**src/rtl/fault_test_sequencer.sv**
```systemverilog
// fault_test_sequencer: applies stored test vectors to a golden/faulty CUT pair and tallies output mismatches (rev 1.0).
// Defining FTS_SIGNATURE_EN adds a 16-bit MISR signature output over the compared CUT outputs.
`default_nettype none

module fault_test_sequencer #(
  parameter int IN_W       = 3,
  parameter int DEPTH      = 8,
  parameter int SETTLE_CYC = 1,
  localparam int AW        = $clog2(DEPTH)
) (
  input  logic            clk,
  input  logic            rst_n,
  input  logic            load_en,
  input  logic [AW-1:0]   load_addr,
  input  logic [IN_W-1:0] load_data,
  input  logic [AW:0]     num_vec,
  input  logic            start,
  input  logic            abort,
  output logic [IN_W-1:0] cut_in,
  input  logic            true_out,
  input  logic            fault_out,
  output logic            busy,
  output logic            done,
  output logic            detected,
  output logic [AW:0]     mismatch_cnt,
  output logic [AW-1:0]   first_fail_idx,
  output logic            fail_valid
`ifdef FTS_SIGNATURE_EN
  ,
  output logic [15:0]     signature
`endif
);

  localparam int CW = (SETTLE_CYC > 1) ? $clog2(SETTLE_CYC) : 1;
  localparam logic [AW:0] N_MAX = (AW+1)'(DEPTH);

  typedef enum logic [2:0] {
    IDLE    = 3'd0,
    APPLY   = 3'd1,
    SETTLE  = 3'd2,
    COMPARE = 3'd3,
    DONE    = 3'd4
  } state_t;

  state_t          state_q, state_d;
  logic [AW:0]     n_q, n_d;
  logic [AW-1:0]   idx_q, idx_d;
  logic [CW-1:0]   scnt_q, scnt_d;
  logic [IN_W-1:0] cut_q, cut_d;
  logic            done_q, done_d;
  logic            det_q, det_d;
  logic [AW:0]     mcnt_q, mcnt_d;
  logic [AW-1:0]   ffi_q, ffi_d;
  logic            fv_q, fv_d;
  logic            mismatch;
`ifdef FTS_SIGNATURE_EN
  logic [15:0]     sig_q, sig_d;
`endif

  // Vector memory is not reset and is frozen while a run is in progress.
  logic [IN_W-1:0] mem [DEPTH];

  always_ff @(posedge clk) begin
    if (load_en && !busy) mem[load_addr] <= load_data;
  end

  assign mismatch = true_out ^ fault_out;

  always_comb begin
    state_d = state_q;
    n_d     = n_q;
    idx_d   = idx_q;
    scnt_d  = scnt_q;
    cut_d   = cut_q;
    done_d  = done_q;
    det_d   = det_q;
    mcnt_d  = mcnt_q;
    ffi_d   = ffi_q;
    fv_d    = fv_q;
`ifdef FTS_SIGNATURE_EN
    sig_d   = sig_q;
`endif
    unique case (state_q)
      IDLE, DONE: begin
        if (abort) begin
          state_d = IDLE;
        end else if (start) begin
          n_d    = (num_vec > N_MAX) ? N_MAX : num_vec;
          idx_d  = '0;
          done_d = 1'b0;
          det_d  = 1'b0;
          mcnt_d = '0;
          ffi_d  = '0;
          fv_d   = 1'b0;
`ifdef FTS_SIGNATURE_EN
          sig_d  = 16'hFFFF;
`endif
          if (n_d == '0) begin
            state_d = DONE;
            done_d  = 1'b1;
          end else begin
            state_d = APPLY;
            cut_d   = mem[0];
          end
        end
      end
      APPLY: begin
        if (abort) begin
          state_d = IDLE;
        end else begin
          state_d = SETTLE;
          scnt_d  = CW'(SETTLE_CYC - 1);
        end
      end
      SETTLE: begin
        if (abort)             state_d = IDLE;
        else if (scnt_q == '0) state_d = COMPARE;
        else                   scnt_d  = scnt_q - 1'b1;
      end
      COMPARE: begin
        if (abort) begin
          state_d = IDLE;
        end else begin
          if (mismatch) begin
            mcnt_d = mcnt_q + 1'b1;
            det_d  = 1'b1;
            if (!fv_q) begin
              ffi_d = idx_q;
              fv_d  = 1'b1;
            end
          end
`ifdef FTS_SIGNATURE_EN
          sig_d = {sig_q[14:0], 1'b0} ^ (sig_q[15] ? 16'h1021 : 16'h0000)
                  ^ {14'b0, fault_out, true_out};
`endif
          if ({1'b0, idx_q} == n_q - 1'b1) begin
            state_d = DONE;
            done_d  = 1'b1;
          end else begin
            idx_d   = idx_q + 1'b1;
            cut_d   = mem[idx_q + 1'b1];
            state_d = APPLY;
          end
        end
      end
      default: state_d = IDLE;
    endcase
  end

  always_ff @(posedge clk or negedge rst_n) begin
    if (!rst_n) begin
      state_q <= IDLE;
      n_q     <= '0;
      idx_q   <= '0;
      scnt_q  <= '0;
      cut_q   <= '0;
      done_q  <= 1'b0;
      det_q   <= 1'b0;
      mcnt_q  <= '0;
      ffi_q   <= '0;
      fv_q    <= 1'b0;
`ifdef FTS_SIGNATURE_EN
      sig_q   <= 16'hFFFF;
`endif
    end else begin
      state_q <= state_d;
      n_q     <= n_d;
      idx_q   <= idx_d;
      scnt_q  <= scnt_d;
      cut_q   <= cut_d;
      done_q  <= done_d;
      det_q   <= det_d;
      mcnt_q  <= mcnt_d;
      ffi_q   <= ffi_d;
      fv_q    <= fv_d;
`ifdef FTS_SIGNATURE_EN
      sig_q   <= sig_d;
`endif
    end
  end

  assign busy           = (state_q == APPLY) || (state_q == SETTLE) || (state_q == COMPARE);
  assign cut_in         = cut_q;
  assign done           = done_q;
  assign detected       = det_q;
  assign mismatch_cnt   = mcnt_q;
  assign first_fail_idx = ffi_q;
  assign fail_valid     = fv_q;
`ifdef FTS_SIGNATURE_EN
  assign signature      = sig_q;
`endif

endmodule

`default_nettype wire

```
**config.mk**
```make
export PLATFORM = sky130hd
export DESIGN_NAME = fault_test_sequencer
export DESIGN_NICKNAME = d
export VERILOG_FILES = /design/src/rtl/fault_test_sequencer.sv
export SDC_FILE = /design/constraint.sdc
export NUM_CORES = 1
export LEC_CHECK = 0
export CAP_MARGIN = 20
export CORE_AREA = 2 2 79 88
export DETAILED_ROUTE_END_ITERATION = 7
export DIE_AREA = 0 0 81 90
export PLACE_DENSITY = 0.55
export SLEW_MARGIN = 20
export SYNTH_ARGS = -nofsm -noshare
export SYNTH_HDL_FRONTEND = slang
export SYNTH_SLANG_ARGS = --single-unit
```
**constraint.sdc**
```tcl
create_clock -name clk -period 4.1 [get_ports clk]
set_input_delay 0.41 -clock clk [delete_from_list [all_inputs] [get_ports clk]]
set_output_delay 0.41 -clock clk [all_outputs]
set_load 0.01 [all_outputs]
```
==> flow_summary.toml <==
[cts]
cts_max_level = 2
cts_num_sinks = 46
postCtsHoldBufs = 0
cts_setup_buffers = 0
cts_tree = "yes"
clk_pin_slew_ns = 0.08
cts-root-buf = "clkbuf_8"
cts_resized = 0
insertion_delay_ns = 0.30
clock_path_buffers = 2
cts_buffers = 5

[final_layout]
finalNonFillerCells = 290
layout.nets = 227
drive_gt1_share_pct = 13.46
num_antenna_cells = 0
register_area_um2 = 1271
fin_area_um2 = 2640
syn_to_final_growth_pct = 21.33
nFillCells = 635
multiInputGateArea_um2 = 842.1

[sta]
tightest_slew_ns = 0.6812
period_share_pct = 54.88
period_needed_ns = 2.250
finalMaxSlewViolations = 0
fmax_mhz = 444.4
hold_viol = 0
tns_ns = 0
setup_viol = 0
fin_hold_ws_ns = 0.06720
slew_headroom_pct = 54.24
rsz0062_at_grt = "false"
skew_ns = 0.004867

[grt]
antenna_found_initial = 0
grt_max_degree = 23
grt_overflow = 0
grt_pass1_wl_um = 7134
grt_usage_pct = 12.57
grt_pass1_vias = 1491

[synth]
syn_avg_cell_area_um2 = 12.22
yosys.area.top_type_share_pct = 33.12
synth_nets = 198
synth_seq_cells = 46
synth-edff-count = 24
synth_cell_type_count = 40
async_flop_share_pct = 47.83
synthFlopType = "edfxtp_1"
synthTopCellsByArea = "edfxtp_1 33%, dfrtp_1 25%, mux4_2 6.2%, nor2_1 3.5%, nand2_1 3.1%"
yosysWarnings = 0
netlist_area_um2 = 2176
seq_area_frac_synth_pct = 58.42
synth.largest_area_cell = "edfxtp_1"
synthesis.instances = 178

[run_status]
status = "finished, final reports clean"

[die]
coreArea_um2 = 6439
fp-row-count = 31
die_area_um2 = 7290
pin_count = 31
initial_core_util_pct = 33.79
die-height_um = 90
die_x_um = 81

[drt]
drc = 0
via_per_inst = 4.952
ant_nets = 0
wl_per_cell_um = 14.49
num_vias = 1436
drt_iter0_drc = 81
first_pass_iters = 4
postRouteWirelength_um = 4202

[critical_path]
cp_data_required_time_ns = 3.69
cp.arrival_ns = 1.84
worstPathCellList = "nor2_1 > nor2_1 > clkdlybuf4s50_1"
path_class = "register to output port"
endpoint_kind = "output port"
critPathMostFrequentCell = "nor2_1"
cp_max_fo = 8
cp.buffers_inverters = 1
path_delay_family = "simple AND/OR/NAND/NOR gates"
cpPeakStageDelay_ns = 0.50
start_kind = "register"
cp_slowest_cell = "clkdlybuf4s50_1"

[pwr]
power_density_nw_per_um2 = 446.9
power_mw = 1.180
power_leakage_nw = 0.9876
peakVddDrop_uv = 188.4

[placement]
dp.final_hpwl_um = 3131
numPortBuffers = 30
gp_congestion = 0.7880
dp.cells = 282
dpl_cell_area_um2 = 2531

[min_path]
hold_path.class = "input port to async pin"

[job]
maxCapViolCount = 0
[cell type report]
type | instances | share of cell area, %
multi-input cells | 120 | 31.90
clock inverters | 3 | 1.706
clock buffers | 5 | 2.607
well taps | 82 | 3.886
inverters | 4 | 0.5687
flip-flops and latches | 46 | 48.15
repair buffers | 30 | 11.18
[cells in the mapped netlist, types with 2 or more instances]
cell,n
a211o_2,2
a21o_1,2
a21oi_1,6
a22o_1,2
buf_2,2
buf_4,2
clkbuf_1,2
dfrtp_1,22
edfxtp_1,24
ha_1,3
inv_1,4
mux2_2,5
mux2i_1,4
mux4_2,6
nand2_1,18
nand2b_1,5
nand3_1,3
nor2_1,20
nor3_1,8
o21ai_0,13
or2_2,2
xor2_1,5
[logic make-up (layout without fill, tap and decap cells)]
logic type	Yosys count	count (layout)	synth area share [%]
buf+inv	12	42	2.875
xor+xnor	6	6	2.415
simple gates	62	62	13.40
fa+ha+maj	3	3	1.725
flops	46	46	58.42
compound gates	34	34	10.52
mux	15	15	10.64
[metal layers]
metal | wire (µm) | GRT usage [%]
met1 | 1971 | 16.63
met2 | 2016 | 20.04
met3 | 162 | 3.012
met4 | 51 | 4.237
met5 | 0 | 0
[metrics by stage]
stage | worst slack [ns] | util [%]
finish | 1.850 | 41.00
global route | 1.740 | 41.00
CTS | 1.856 | 41.08
detailed placement | 1.900 | 39.31
global placement | 1.889 | 39.31
floorplan | 2.177 | -
[flip-flops by register name (all words and copies together) (netlist names)]
register        flops
mismatch_cnt        4
cut_in              3
n_q                 4
idx_q               3
state_q             3
done                1
mem                24
fail_valid          1
first_fail_idx      3
[power by group]
part           internal, mW  switching [mW]  leakage [nW]
clock network         0.181           0.153        0.0504
logic                 0.144           0.123         0.428
registers             0.531          0.0481         0.509
total                 0.856           0.324         0.988
[placed cells by master, fill, tap and decap left out, types with 2 or more instances in the layout]
master and n:
clkdlybuf4s50_1 29, edfxtp_1 24, dfrtp_1 22, nor2_1 20, nand2_1 18, o21ai_0 13, nor3_1 8, a21oi_1 6
mux4_2 6, nand2b_1 5, xor2_1 5, mux2_2 5, clkbuf_8 5, inv_1 4, mux2i_1 4, nand3_1 3
ha_1 3, or2_2 2, a21o_1 2, a211o_2 2, a22o_1 2, clkinvlp_4 2
[path summary, 6_finish.rpt]
check                                                 start                          end  slack, ns  cells after the start
worst max-delay path                 state_q[1]$_DFFE_PN0P_                         busy       1.85                      3
max in group asynchronous                             rst_n         idx_q[1]$_DFFE_PN0P_       3.70                      1
min in group clk                mismatch_cnt[2]$_DFFE_PN0P_  mismatch_cnt[2]$_DFFE_PN0P_       0.53                      1
worst min register to register  mismatch_cnt[2]$_DFFE_PN0P_  mismatch_cnt[2]$_DFFE_PN0P_       0.53                      1
worst min-delay path                                  rst_n           n_q[1]$_DFFE_PN0P_       0.07                      1
worst max register to register       state_q[1]$_DFFE_PN0P_          mem[0][0]$_DFFE_PP_       1.91                      4
(Power assumes the default switching activity.)
